**src/rtl/rsa_pkg.sv**
```systemverilog
// Shared constants and types for the bit-serial RSA decryption core.
// Register-file command/status bit positions live here for the bus glue.
package rsa_pkg;

    localparam int WIDTH     = 8;
    localparam int MM_CYCLES = 9;
    localparam int BASE_MMS  = 11;

    localparam int CMD_START = 0;
    localparam int CMD_STOP  = 1;

    localparam int ST_DONE   = 0;
    localparam int ST_BUSY   = 1;
    localparam int ST_ERR    = 2;

    typedef enum logic [2:0] {
        S_IDLE  = 3'd0,
        S_PRE_X = 3'd1,
        S_PRE_A = 3'd2,
        S_SQR   = 3'd3,
        S_MUL   = 3'd4,
        S_POST  = 3'd5,
        S_DONE  = 3'd6
    } rsa_state_t;

endpackage

```
**src/rtl/rsa_mont_mul.sv**
```systemverilog
// Radix-2 Montgomery multiplier: result = a*b*2^-W mod n in MM_CYCLES cycles.
// done_o pulses the cycle after the final reduction, so a new start can chain in.
module rsa_mont_mul
    import rsa_pkg::*;
#(
    parameter int W = WIDTH
) (
    input  logic         clk,
    input  logic         rst_n,
    input  logic         clr_i,
    input  logic         start_i,
    input  logic [W-1:0] a_i,
    input  logic [W-1:0] b_i,
    input  logic [W-1:0] n_i,
    output logic [W-1:0] result_o,
    output logic         done_o
);

    localparam int SW = W + 2;
    localparam int CW = $clog2(MM_CYCLES);

    logic [SW-1:0] s_q, s_d;
    logic [W-1:0]  a_q, a_d, b_q, b_d, n_q, n_d;
    logic [CW-1:0] cnt_q, cnt_d;
    logic          run_q, run_d, done_q, done_d;
    logic [SW-1:0] n_ext;

    function automatic logic [SW-1:0] mm_step(input logic [SW-1:0] s, input logic a_bit,
                                              input logic [W-1:0] b, input logic [W-1:0] n);
        logic [SW-1:0] t;
        t = s + (a_bit ? {{(SW-W){1'b0}}, b} : '0);
        if (t[0]) t = t + {{(SW-W){1'b0}}, n};
        return t >> 1;
    endfunction

    assign n_ext = {{(SW-W){1'b0}}, n_q};

    // The start edge already performs iteration j=0, keeping the total at MM_CYCLES.
    always_comb begin
        s_d    = s_q;
        a_d    = a_q;
        b_d    = b_q;
        n_d    = n_q;
        cnt_d  = cnt_q;
        run_d  = run_q;
        done_d = 1'b0;
        if (clr_i) begin
            run_d = 1'b0;
            cnt_d = '0;
        end else if (start_i) begin
            s_d   = mm_step('0, a_i[0], b_i, n_i);
            a_d   = a_i >> 1;
            b_d   = b_i;
            n_d   = n_i;
            cnt_d = CW'(1);
            run_d = 1'b1;
        end else if (run_q) begin
            if (cnt_q == CW'(MM_CYCLES - 1)) begin
                if (s_q >= n_ext) s_d = s_q - n_ext;
                run_d  = 1'b0;
                done_d = 1'b1;
                cnt_d  = '0;
            end else begin
                s_d   = mm_step(s_q, a_q[0], b_q, n_q);
                a_d   = a_q >> 1;
                cnt_d = cnt_q + CW'(1);
            end
        end
    end

    always_ff @(posedge clk) begin
        if (!rst_n) begin
            s_q    <= '0;
            a_q    <= '0;
            b_q    <= '0;
            n_q    <= '0;
            cnt_q  <= '0;
            run_q  <= 1'b0;
            done_q <= 1'b0;
        end else begin
            s_q    <= s_d;
            a_q    <= a_d;
            b_q    <= b_d;
            n_q    <= n_d;
            cnt_q  <= cnt_d;
            run_q  <= run_d;
            done_q <= done_d;
        end
    end

    assign result_o = s_q[W-1:0];
    assign done_o   = done_q;

endmodule

```
**src/rtl/rsa_decrypt_core.sv**
```systemverilog
// Modular exponentiation plain = cipher^exp mod modulus, MSB-first square-and-multiply
// over back-to-back Montgomery products; software supplies R^2 mod N.
module rsa_decrypt_core
    import rsa_pkg::*;
#(
    parameter int WIDTH = 8
) (
    input  logic             clk,
    input  logic             rst_n,
    input  logic             start_i,
    input  logic             stop_i,
    input  logic [WIDTH-1:0] cipher_i,
    input  logic [WIDTH-1:0] exp_i,
    input  logic [WIDTH-1:0] mod_i,
    input  logic [WIDTH-1:0] mont_const_i,
    output logic [WIDTH-1:0] plain_o,
    output logic             busy_o,
    output logic             done_o,
    output logic             error_o
);

    localparam int BW = $clog2(WIDTH);
    localparam logic [WIDTH-1:0] ONE = WIDTH'(1);

    rsa_state_t       state_q, state_d;
    logic [WIDTH-1:0] c_q, c_d, e_q, e_d, n_q, n_d, k_q, k_d, x_q, x_d;
    logic [WIDTH-1:0] plain_q, plain_d;
    logic [BW-1:0]    bit_q, bit_d;
    logic             kick_q, kick_d, even_q, even_d, done_q, done_d, err_q, err_d;
    logic             accept, last_bit;
    logic             mm_start, mm_done;
    logic [WIDTH-1:0] mm_a, mm_b, mm_res;

    rsa_mont_mul #(.W(WIDTH)) u_mm (
        .clk      (clk),
        .rst_n    (rst_n),
        .clr_i    (stop_i),
        .start_i  (mm_start),
        .a_i      (mm_a),
        .b_i      (mm_b),
        .n_i      (n_q),
        .result_o (mm_res),
        .done_o   (mm_done)
    );

    always_comb begin
        state_d  = state_q;
        c_d      = c_q;
        e_d      = e_q;
        n_d      = n_q;
        k_d      = k_q;
        x_d      = x_q;
        plain_d  = plain_q;
        bit_d    = bit_q;
        kick_d   = kick_q;
        even_d   = even_q;
        done_d   = done_q;
        err_d    = err_q;
        mm_start = 1'b0;
        mm_a     = mm_res;
        mm_b     = mm_res;
        last_bit = (bit_q == '0);
        accept   = start_i && !even_q && (state_q == S_IDLE || state_q == S_DONE);

        if (stop_i) begin
            state_d = S_IDLE;
            kick_d  = 1'b0;
            even_d  = 1'b0;
            done_d  = 1'b0;
            err_d   = 1'b0;
        end else if (accept) begin
            c_d    = cipher_i;
            e_d    = exp_i;
            n_d    = mod_i;
            k_d    = mont_const_i;
            done_d = 1'b0;
            err_d  = 1'b0;
            if (mod_i[0]) begin
                state_d = S_PRE_X;
                kick_d  = 1'b1;
            end else begin
                // Even modulus is flagged one cycle later without ever going busy.
                even_d  = 1'b1;
                state_d = S_IDLE;
            end
        end else if (even_q) begin
            even_d  = 1'b0;
            state_d = S_DONE;
            done_d  = 1'b1;
            err_d   = 1'b1;
        end else if (kick_q) begin
            kick_d   = 1'b0;
            mm_start = 1'b1;
            mm_a     = c_q;
            mm_b     = k_q;
        end else if (mm_done) begin
            case (state_q)
                S_PRE_X: begin
                    x_d      = mm_res;
                    state_d  = S_PRE_A;
                    mm_start = 1'b1;
                    mm_a     = ONE;
                    mm_b     = k_q;
                end
                S_PRE_A: begin
                    state_d  = S_SQR;
                    bit_d    = BW'(WIDTH - 1);
                    mm_start = 1'b1;
                end
                S_SQR: begin
                    mm_start = 1'b1;
                    if (e_q[bit_q]) begin
                        state_d = S_MUL;
                        mm_b    = x_q;
                    end else if (last_bit) begin
                        state_d = S_POST;
                        mm_b    = ONE;
                    end else begin
                        bit_d   = bit_q - BW'(1);
                    end
                end
                S_MUL: begin
                    mm_start = 1'b1;
                    if (last_bit) begin
                        state_d = S_POST;
                        mm_b    = ONE;
                    end else begin
                        state_d = S_SQR;
                        bit_d   = bit_q - BW'(1);
                    end
                end
                S_POST: begin
                    plain_d = mm_res;
                    state_d = S_DONE;
                    done_d  = 1'b1;
                end
                default: ;
            endcase
        end
    end

    always_ff @(posedge clk) begin
        if (!rst_n) begin
            state_q <= S_IDLE;
            c_q     <= '0;
            e_q     <= '0;
            n_q     <= '0;
            k_q     <= '0;
            x_q     <= '0;
            plain_q <= '0;
            bit_q   <= '0;
            kick_q  <= 1'b0;
            even_q  <= 1'b0;
            done_q  <= 1'b0;
            err_q   <= 1'b0;
        end else begin
            state_q <= state_d;
            c_q     <= c_d;
            e_q     <= e_d;
            n_q     <= n_d;
            k_q     <= k_d;
            x_q     <= x_d;
            plain_q <= plain_d;
            bit_q   <= bit_d;
            kick_q  <= kick_d;
            even_q  <= even_d;
            done_q  <= done_d;
            err_q   <= err_d;
        end
    end

    assign plain_o = plain_q;
    assign busy_o  = (state_q != S_IDLE) && (state_q != S_DONE);
    assign done_o  = done_q;
    assign error_o = err_q;

endmodule

```
**config.mk**
```make
export PLATFORM = sky130hd
export DESIGN_NAME = rsa_decrypt_core
export DESIGN_NICKNAME = d
export VERILOG_FILES = /design/src/rtl/rsa_pkg.sv /design/src/rtl/rsa_mont_mul.sv /design/src/rtl/rsa_decrypt_core.sv
export SDC_FILE = /design/constraint.sdc
export NUM_CORES = 1
export LEC_CHECK = 0
export ABC_AREA = 1
export BUFFER_PORTS_ARGS = -buffer_cell sky130_fd_sc_hd__buf_2
export CORE_ASPECT_RATIO = 1.5
export CORE_MARGIN = 2
export CORE_UTILIZATION = 55
export CTS_BUF_LIST = sky130_fd_sc_hd__clkbuf_8
export CTS_CLUSTER_SIZE = 28
export DETAILED_ROUTE_END_ITERATION = 12
export PLACE_DENSITY_LB_ADDON = 0.12
export SETUP_SLACK_MARGIN = 0.2
export SLEW_MARGIN = 20
export SYNTH_ARGS = -nofsm -noshare
export SYNTH_HDL_FRONTEND = slang
export SYNTH_HIERARCHICAL = 1
export SYNTH_SLANG_ARGS = --single-unit
```
**constraint.sdc**
```tcl
create_clock -name clk -period 3.16 [get_ports clk]
set_clock_uncertainty 0.1 [all_clocks]
set_input_delay 0.158 -clock clk [delete_from_list [all_inputs] [get_ports clk]]
set_output_delay 0.158 -clock clk [all_outputs]
set_load 0.005 [all_outputs]
```
==> results of run 1 <==
-- worst max-delay path, cell delays in order, from the launching register on --
cell and delay [ns]:
dfxtp_2 0.35, nand2_2 0.05, inv_2 0.06, ha_4 0.13
inv_2 0.04, fa_2 0.40, inv_2 0.07, nand3_2 0.06
nand2_2 0.09, inv_2 0.04, o21bai_1 0.15, xor2_1 0.24
ha_1 0.32, nand2_1 0.09, nand2_1 0.06, nor2_2 0.12
nand2_1 0.08, nand2_1 0.06, nand2_1 0.07, nand3_1 0.07
nand2_1 0.05, nand3_1 0.06, nand2_1 0.06, a21oi_1 0.14
-- layout make-up --
cell class	count	area, sq um	share of cell area, %
Sequential cell	97	1961	23.96
Clock buffer	9	123.9	1.514
Inverter	162	623.1	7.614
Timing Repair Buffer	130	952.2	11.63
Clock inverter	7	61.31	0.7491
Multi-Input combinational cell	764	4272	52.19
Tap cell	153	191.4	2.339
-- final timing paths --
| kind | cells after the start | from | to | slack [ns] |
|---|---|---|---|---|
| worst max-delay path | 23 | u_mm/a_q[0]$_SDFFE_PN0P_ | u_mm/s_q[8]$_SDFFE_PN0P_ | 0.13 |
| worst min-delay path | 3 | rst_n | u_mm/a_q[6]$_SDFFE_PN0P_ | 0.13 |
| worst max register to register | 23 | u_mm/a_q[0]$_SDFFE_PN0P_ | u_mm/s_q[8]$_SDFFE_PN0P_ | 0.13 |
| worst min register to register | 2 | c_q[7]$_SDFFE_PN0P_ | c_q[7]$_SDFFE_PN0P_ | 0.36 |
-- power by group through the flow --
stage                     registers [mW]  clock network, mW  logic, mW
after floorplan                     1.30                  0      0.180
after global placement              1.30                  0      0.266
after detailed placement            1.30                  0      0.268
after CTS                           1.28              0.801      0.303
after global routing                1.28              0.849      0.360
final                               1.28              0.787      0.330
-- cell usage in the layout, fill, tap and decap left out, types with 4 or more instances in the layout --
cell	n
nand2_1	239
inv_1	135
a21oi_1	97
o21ai_0	95
dfxtp_1	90
nor2_1	83
nand3_1	62
buf_4	49
buf_2	46
dlygate4sd3_1	32
nand2_2	27
ha_1	24
inv_2	18
o21ai_1	16
a31oi_1	15
nand3_2	9
a21oi_2	9
nand4_1	9
clkbuf_8	9
xor2_1	9
ha_4	8
nand2_4	7
nand3b_1	5
inv_4	4
clkinv_1	4
nor2_4	4
dfxtp_4	4
nor2_2	4
-- stage by stage --
stage | area (sq um) | total power [mW] | cells | setup TNS (ns) | setup slack, ns
finish | 8184 | 2.393 | 1322 | 0 | 0.1349
global route | 8184 | 2.490 | 1322 | -0.06718 | -0.04480
CTS | 7871 | 2.379 | 1313 | 0 | 0.1301
detailed placement | 7188 | 1.571 | 1258 | 0 | 0.02054
global placement | 7188 | 1.569 | 1258 | 0 | 0.03148
floorplan | 6755 | 1.480 | 1061 | 0 | 0.2051
-- layer usage --
layer / share of wire [%] / up-vias / global-route usage, %
li1: - / 3649 / -
met1: 35 / 3308 / 33.27
met2: 52 / 259 / 60.71
met3: 3.8 / 116 / 3.844
met4: 8.8 / 0 / 26.16
met5: 0 / - / 0
-- what timing repair did --
action | 4_1_cts | 5_1_grt
cloned | 1 | 0
buffers inserted | 6 | 9
pin swaps | 18 | 34
gates resized for setup | 45 | 69
hold buffers | 32 | 0
hold endpoints to repair | 32 | 0
setup endpoints to repair | 9 | 9
-- cells by family after synthesis --
family,share of synthesized area [%]
compound gates,19.87
xor+xnor,1.557
fa+ha+maj,7.490
buf+inv,12.98
flops,28.77
simple gates,29.33
-- state kept, by name, summed over array words and instances (netlist names), 8 cells and up --
signal    count
x_q           8
u_mm/b_q      8
u_mm/n_q      8
k_q           8
n_q           8
u_mm/s_q     10
c_q           8
e_q           8
plain_o       8
==> flow_metrics.py, run 1 <==
metrics = {
    "logic_synthesis": {
        "synth_area_sq_um": 6749,
        "synth_most_common_cell": "nand2_1",
        "syn-num-nets": 1135,
        "synth_common_cells": "nand2_1, inv_1, a21oi_1, o21ai_0, dfxtp_1",
        "ys_async_sr_fraction_pct": 0,
        "yosysSeqAreaShare_pct": 28.77,
        "ys_top_cells_by_area": "dfxtp_1, nand2_1, inv_1, a21oi_1, o21ai_0",
        "postSynthCellCount": 1061,
        "synth_edf_count": 0,
        "yosys.area.top_type": "dfxtp_1",
        "synth_top_area_share_pct": 28.77,
        "synthFlopType": "dfxtp_1",
        "synth.distinct_cells": 45,
        "synth-seq-cells": 97,
        "avgSynthCellArea_sq_um": 6.361,
        "ys_warn_count": 6,
    },
    "hold_path": {
        "hold_class": "in2reg",
    },
    "die": {
        "start_util_pct": 56.45,
        "rows": 49,
        "dieWidth_um": 94.45,
        "dieArea_sq_um": 13190,
        "coreArea_sq_um": 11960,
        "num_io_pins": 47,
        "die_height_um": 139.7,
    },
    "grt": {
        "antenna_found_initial": 0,
        "grt_pass1_vias": 7014,
        "overflow": 0,
        "grt_max_degree": 59,
        "grt_pass1_wl_um": 33810,
        "track_usage_pct": 33.37,
    },
    "worst_setup_path": {
        "cp_data_required_time_ns": 3.36,
        "worst-path-max-fanout": 4,
        "cp-end-kind": "flop",
        "critPathLaunchType": "flop",
        "criticalPathCategory": "reg2reg",
        "crit_arrival_ns": 3.23,
    },
    "layout": {
        "antenna_cells": 0,
        "layout.nets": 1238,
        "drive_gt1_share_pct": 19.76,
        "area_delta_synth_final_pct": 21.26,
        "fillers": 1124,
        "utilization_pct": 68.46,
    },
    "timing": {
        "setup_viol": 0,
        "slew_headroom_pct": 65.01,
        "hold_viol": 0,
        "period_needed_ns": 3.025,
        "max_slew.worst_pin.slew_ns": 0.5248,
        "holdWs_ns": 0.1314,
        "rsz0062_at_grt": "true",
        "finalMaxSlewViolations": 0,
        "fmax_ghz": 0.3306,
        "fin_crit_sh_pct": 95.73,
    },
    "drt": {
        "drtPass1Iterations": 6,
        "drtIter0Drc": 477,
        "antenna_left": 0,
        "drc": 0,
        "drt-wirelength-per-cell_um": 16.44,
        "vias": 7332,
        "drt-vias-per-instance": 5.546,
        "routed_wl_um": 21740,
    },
    "job": {
        "max-cap-violations": 0,
    },
    "power": {
        "p_seq_share_pct": 53.3,
        "p_int_mw": 1.683,
        "power_frac_comb_pct": 13.8,
        "clkPwrFrac_pct": 32.9,
        "power.switching_mw": 0.7091,
        "p_per_area_nw_per_um2": 292.3,
        "vdd_ir_drop_max_mv": 0.2975,
        "leakage_nw": 3.800,
        "switching_share_pct": 29.64,
    },
    "clock_network": {
        "cts.path.max_buffers": 2,
        "clock_sinks": 97,
        "clk_latency_ns": 0.38,
        "cts_tree": "built",
        "cts-root-buf": "clkbuf_8",
        "clkTransAtPathRegs_ns": 0.10,
        "cts_buffers": 9,
        "ctsHtreeMaxLevel": 3,
    },
    "placed_design": {
        "numPortBuffers": 46,
        "hpwl_um": 15890,
        "gp_congestion": 0.9771,
    },
    "status": {
        "status": "finished, final reports clean",
    },
}
No activity file was read; power rests on OpenSTA's default activity.
==> inputs of run 2 (changes only) <==
--- a/config.mk
+++ b/config.mk
@@ -6,13 +6,13 @@
 export NUM_CORES = 1
 export LEC_CHECK = 0
 export ABC_AREA = 1
-export BUFFER_PORTS_ARGS = -buffer_cell sky130_fd_sc_hd__buf_2
 export CORE_ASPECT_RATIO = 1.5
 export CORE_MARGIN = 2
 export CORE_UTILIZATION = 55
 export CTS_BUF_LIST = sky130_fd_sc_hd__clkbuf_8
 export CTS_CLUSTER_SIZE = 28
 export DETAILED_ROUTE_END_ITERATION = 12
+export DONT_BUFFER_PORTS = 1
 export PLACE_DENSITY_LB_ADDON = 0.12
 export SETUP_SLACK_MARGIN = 0.2
 export SLEW_MARGIN = 20
==> run 2 against run 1 <==
Sequential share of layout area fell by 1.5 points. Critical endpoint is now u_mm/s_q[6]$_SDFFE_PN0P_. Clock-buffer cell count unchanged. Largest power group unchanged. Global-route usage grew 0.78 points.
==> flow_metrics.py, run 2 (synthesis gave the netlist of run 1 again) <==
metrics = {
    "timing": {
        "hold_viol": 0,
        "period_needed_ns": 2.935,
        "finalMaxSlewViolations": 0,
        "max_slew.worst_pin.slew_ns": 0.7415,
        "fmax_ghz": 0.3408,
        "slew_headroom_pct": 50.51,
        "setup_viol": 0,
        "rsz0062_at_grt": "true",
        "fin_crit_sh_pct": 92.87,
        "holdWs_ns": 0.06660,
        "final.setup.worst_slack_ns": 0.2254,
    },
    "grt": {
        "grt_pass1_wl_um": 34750,
        "overflow": 0,
        "met3_usage_pct": 5.089,
        "grt_max_degree": 48,
        "antenna_found_initial": 0,
        "track_usage_pct": 34.16,
        "top_usage_layer": "met2",
        "grt_pass1_vias": 7132,
        "met1_usage_pct": 33.04,
        "gr-usage-met2_pct": 63.35,
    },
    "clock_network": {
        "ctsHtreeMaxLevel": 3,
        "clock_sinks": 97,
        "clkTransAtPathRegs_ns": 0.10,
        "cts_tree": "built",
        "cts_buffers": 9,
        "cts-root-buf": "clkbuf_8",
        "cts.path.max_buffers": 2,
        "clk_latency_ns": 0.38,
    },
    "worst_setup_path": {
        "crit_arrival_ns": 3.15,
        "path_delay_family": "buffers and inverters",
        "r2r-start": "u_mm/s_q[0]$_SDFFE_PN0P_",
        "reg2reg_slack_ns": 0.23,
        "slowest_delay_ns": 0.58,
        "startpoint": "u_mm/s_q[0]$_SDFFE_PN0P_",
        "cp-end-kind": "flop",
        "cp_data_required_time_ns": 3.38,
        "criticalPathCategory": "reg2reg",
        "worst-path-max-fanout": 8,
        "path_common_cell": "nand2_1",
        "crit_buf_inv": 5,
        "cp_slowest_cell": "dlygate4sd3_1",
        "ff2ff_path_depth": 14,
        "crit_end": "u_mm/s_q[6]$_SDFFE_PN0P_",
        "path_cells": "buf_4 > inv_1 > ha_1 > fa_1 > inv_1 > nand2_1 > nand2_1 > nand2_1 > nand2_2 > nand2_4 > inv_4 > o21ai_0 > dlygate4sd3_1 > a21oi_2",
        "path_depth": 14,
        "worstReg2RegEnd": "u_mm/s_q[6]$_SDFFE_PN0P_",
        "critPathLaunchType": "flop",
    },
    "power": {
        "vdd_ir_drop_max_mv": 0.3526,
        "leakage_nw": 3.822,
        "p_per_area_nw_per_um2": 294.2,
    },
    "drt": {
        "drtIter0Drc": 472,
        "drt-vias-per-instance": 5.690,
        "routed_wl_um": 23370,
        "drt-wirelength-per-cell_um": 17.70,
        "antenna_left": 0,
        "drc": 0,
        "vias": 7511,
        "drtPass1Iterations": 5,
    },
    "layout": {
        "utilization_pct": 73.02,
        "regMostFlops": "u_mm/s_q",
        "drive_gt1_share_pct": 20.65,
        "antenna_cells": 0,
        "largest_reg_flops": 10,
        "layout_commonest_cell": "nand2_1",
        "area_delta_synth_final_pct": 29.35,
        "layout_common_cells": "nand2_1, inv_1, a21oi_1",
        "layout.nets": 1236,
        "fillers": 1008,
    },
    "die": {
        "start_util_pct": 56.45,
        "rows": 49,
        "num_io_pins": 47,
        "coreArea_sq_um": 11960,
        "die_height_um": 139.7,
        "dieWidth_um": 94.45,
        "dieArea_sq_um": 13190,
    },
    "placed_design": {
        "numPortBuffers": 0,
        "gp_congestion": 0.9812,
        "dpl_worst_slack_ns": -0.02268,
        "hpwl_um": 16030,
    },
    "status": {
        "status": "finished, final reports clean",
    },
    "hold_path": {
        "hold_class": "in2reg",
    },
    "job": {
        "max-cap-violations": 0,
    },
}
## run 2: worst min-delay path by stage
stage | from | endpoint | slack [ns] | cells past startpoint
after floorplan | mod_i[0] | even_q$_SDFFE_PP0N_ | 0.13 | 1
after global placement | mod_i[0] | even_q$_SDFFE_PP0N_ | 0.14 | 1
after detailed placement | mod_i[0] | even_q$_SDFFE_PP0N_ | 0.14 | 1
after CTS | start_i | error_o$_SDFFE_PP0P_ | 0.04 | 4
after global routing | start_i | error_o$_SDFFE_PP0P_ | 0.1 | 4
final | start_i | error_o$_SDFFE_PP0P_ | 0.07 | 4
## run 2: metrics by stage
step	total power, mW	instances	area (sq um)	setup TNS, ns
after global routing	2.641	1320	8730	0
after floorplan	1.480	1061	6755	0
after detailed placement	1.541	1214	6973	-0.02268
after global placement	1.539	1214	6973	-0.09018
after CTS	2.536	1301	8043	0
final	2.568	1320	8730	0
## run 2: area by class of cell
cell class / instances / area, sq um / area share [%]
Timing Repair inverter: 1 / 7.507 / 0.08600
Tap cell: 153 / 191.4 / 2.193
Clock inverter: 7 / 102.6 / 1.175
Timing Repair Buffer: 127 / 1152 / 13.20
Inverter: 162 / 628.1 / 7.195
Sequential cell: 97 / 1958 / 22.43
Clock buffer: 9 / 123.9 / 1.419
Multi-Input combinational cell: 764 / 4566 / 52.30
## run 2: tightest hold or removal path, stage by stage
cell,delay [ns]
nand4_4,0.09
buf_4,0.13
nand2_1,0.07
nor2_1,0.07
## run 2: what timing repair did
item                                   4_1_cts  5_1_grt
hold buffers                                64        0
gates cloned                                 1        1
setup buffers                                6       18
resized for setup                           42      137
setup endpoints to repair                    9       20
pin swaps                                   19       67
endpoints found under the hold margin       84        0
## run 2: power by group
group	switching, mW	internal, mW	total (mW)
clock network	0.485	0.457	0.942
registers	0.0198	1.26	1.28
logic	0.205	0.143	0.348
total	0.710	1.86	2.57
## run 2: routing by layer
layer	vias up	part of all wire [%]
met5	-	0
met4	0	8.5
met3	126	4.2
met2	279	52
met1	3469	35
li1	3637	-
==> inputs of run 3 (changes only) <==
--- a/config.mk
+++ b/config.mk
@@ -9,7 +9,6 @@
 export CORE_ASPECT_RATIO = 1.5
 export CORE_MARGIN = 2
 export CORE_UTILIZATION = 55
-export CTS_BUF_LIST = sky130_fd_sc_hd__clkbuf_8
 export CTS_CLUSTER_SIZE = 28
 export DETAILED_ROUTE_END_ITERATION = 12
 export DONT_BUFFER_PORTS = 1
==> run 3 against run 2 <==
Worst setup slack worse by 0.039 ns. Sequential cell count unchanged. Global-route usage increased by 0.29 points. Wire length increased by 1.3%. Clock-buffer cell count is 1 higher. First-iteration DRC count rose by 7.2%. Via count up 0.71%.
==> flow_metrics.py, run 3 (synthesis gave the netlist of run 1 again) <==
metrics = {
    "worst_setup_path": {
        "cp-end-kind": "flop",
        "critPathLaunchType": "flop",
        "worst-path-max-fanout": 4,
        "crit_arrival_ns": 3.17,
        "cp_data_required_time_ns": 3.35,
        "criticalPathCategory": "reg2reg",
    },
    "grt": {
        "track_usage_pct": 34.45,
        "grt_pass1_vias": 7202,
        "antenna_found_initial": 0,
        "grt_pass1_wl_um": 34910,
        "grt_max_degree": 45,
        "overflow": 0,
    },
    "layout": {
        "layout_common_cells": "nand2_1, inv_1, a21oi_1",
        "antenna_cells": 0,
        "register_area_sq_um": 1957,
        "layout.nets": 1232,
        "drive_gt1_share_pct": 21.15,
        "layout_commonest_cell": "nand2_1",
        "fillers": 980,
        "area_delta_synth_final_pct": 31.41,
        "regMostFlops": "u_mm/s_q",
        "multi_input_area_sq_um": 4639,
        "largest_reg_flops": 10,
    },
    "die": {
        "rows": 49,
        "dieArea_sq_um": 13190,
        "num_io_pins": 47,
        "start_util_pct": 56.45,
        "dieWidth_um": 94.45,
        "coreArea_sq_um": 11960,
        "die_height_um": 139.7,
    },
    "drt": {
        "drtIter0Drc": 506,
        "routed_wl_um": 23660,
        "drc": 0,
        "vias": 7564,
        "drt-wirelength-per-cell_um": 17.98,
        "drt-vias-per-instance": 5.748,
        "antenna_left": 0,
        "drtPass1Iterations": 7,
    },
    "clock_network": {
        "clock_sinks": 97,
        "ctsHtreeMaxLevel": 3,
        "cts.path.max_buffers": 2,
        "clk_latency_ns": 0.36,
        "clkTransAtPathRegs_ns": 0.07,
        "cts_tree": "built",
        "cts-root-buf": "clkbuf_16",
        "cts_buffers": 9,
    },
    "placed_design": {
        "hpwl_um": 16030,
        "numPortBuffers": 0,
        "gp_congestion": 0.9812,
    },
    "power": {
        "switching_share_pct": 26.09,
        "power_frac_comb_pct": 12.3,
        "vdd_ir_drop_max_mv": 0.2848,
        "p_seq_share_pct": 44.8,
        "leakage_nw": 3.861,
        "finalPower_mw": 2.856,
        "power.switching_mw": 0.7452,
        "p_per_area_nw_per_um2": 322.0,
        "clkPwrFrac_pct": 42.9,
        "p_int_mw": 2.111,
    },
    "hold_path": {
        "hold_class": "in2reg",
    },
    "timing": {
        "slew_headroom_pct": 44.10,
        "period_needed_ns": 2.974,
        "rsz0062_at_grt": "true",
        "finalMaxSlewViolations": 0,
        "setup_viol": 0,
        "max_slew.worst_pin.slew_ns": 0.8358,
        "fin_crit_sh_pct": 94.11,
        "holdWs_ns": 0.02138,
        "hold_viol": 0,
        "fmax_ghz": 0.3363,
    },
    "status": {
        "status": "finished, final reports clean",
    },
    "job": {
        "max-cap-violations": 0,
    },
}
[run 3: changes by cell type in the layout (fill, tap and decap cells not counted), sizes merged]
cell,previous run,this run
dlygate4sd3,64,60
nand3,72,73
clkinvlp,2,1
inv,162,161
clkbuf,9,10
[run 3: path summary, 6_finish.rpt]
path                              start                       end  slack, ns  depth (start not counted)
hold reg to reg     x_q[2]$_SDFFE_PN0P_       x_q[2]$_SDFFE_PN0P_       0.36                          2
setup reg to reg  bit_q[0]$_SDFFE_PN0P_  u_mm/s_q[6]$_SDFFE_PN0P_       0.19                         24
hold / removal                   stop_i  u_mm/b_q[3]$_SDFFE_PN0P_       0.02                          4
setup / recovery  bit_q[0]$_SDFFE_PN0P_  u_mm/s_q[6]$_SDFFE_PN0P_       0.19                         24
[run 3: layer usage]
layer  global-route usage [%]  wire length, um
met5                        0                0
met4                    25.40             2000
met3                    5.739             1113
met2                    63.50            12300
met1                    33.19             8246
[run 3: area by class of cell]
cell class,count,share of cell area [%]
clock buffers,10,2.582
clock inverters,6,1.115
inverters,162,7.026
multi-input cells,765,52.31
flip-flops and latches,97,22.07
well taps,153,2.159
repair buffers,123,12.74
[run 3: critical path, cell delays in order (launching register included)]
cell and delay [ns]:
dfxtp_2 0.35, buf_4 0.13, nand2_1 0.06, nand3_1 0.13, nand3_4 0.11, buf_4 0.16, nand3_2 0.14, nor2_1 0.06
nor2_1 0.10, nand2_1 0.07, nand2_2 0.06, nand2_1 0.05, nand2_1 0.07, nand2_2 0.07, nand2_2 0.12, inv_2 0.06
ha_4 0.24, a21o_1 0.15, a31oi_1 0.17, nand2_1 0.08, nand2_1 0.08, nand3_2 0.08, nand2_2 0.08, nand2_2 0.05
a21oi_2 0.12
[run 3: stage by stage]
step | area [sq um] | TNS, ns | util, % | setup WS (ns) | cells
floorplan | 6755 | 0 | - | 0.2051 | 1061
global placement | 6973 | -0.09018 | 58.33 | -0.09018 | 1214
detailed placement | 6973 | -0.02268 | 58.33 | -0.02268 | 1214
CTS | 8077 | 0 | 67.56 | 0.1642 | 1296
global route | 8869 | 0 | 74.18 | 0.04140 | 1316
finish | 8869 | 0 | 74.18 | 0.1862 | 1316
[run 3: power by group through the flow]
stage / sequential, mW / combinational (mW) / clock [mW]
after global routing: 1.28 / 0.383 / 1.27
final: 1.28 / 0.353 / 1.22
after global placement: 1.30 / 0.237 / 0
after detailed placement: 1.30 / 0.238 / 0
after CTS: 1.28 / 0.307 / 1.23
after floorplan: 1.30 / 0.180 / 0
[run 3: what timing repair did]
item / CTS / global route
gates cloned: 1 / 1
pin swaps: 14 / 75
endpoints found under the setup margin: 9 / 14
resized for setup: 40 / 141
endpoints found under the hold margin: 82 / 1
setup buffers: 6 / 18
hold buffers: 59 / 1
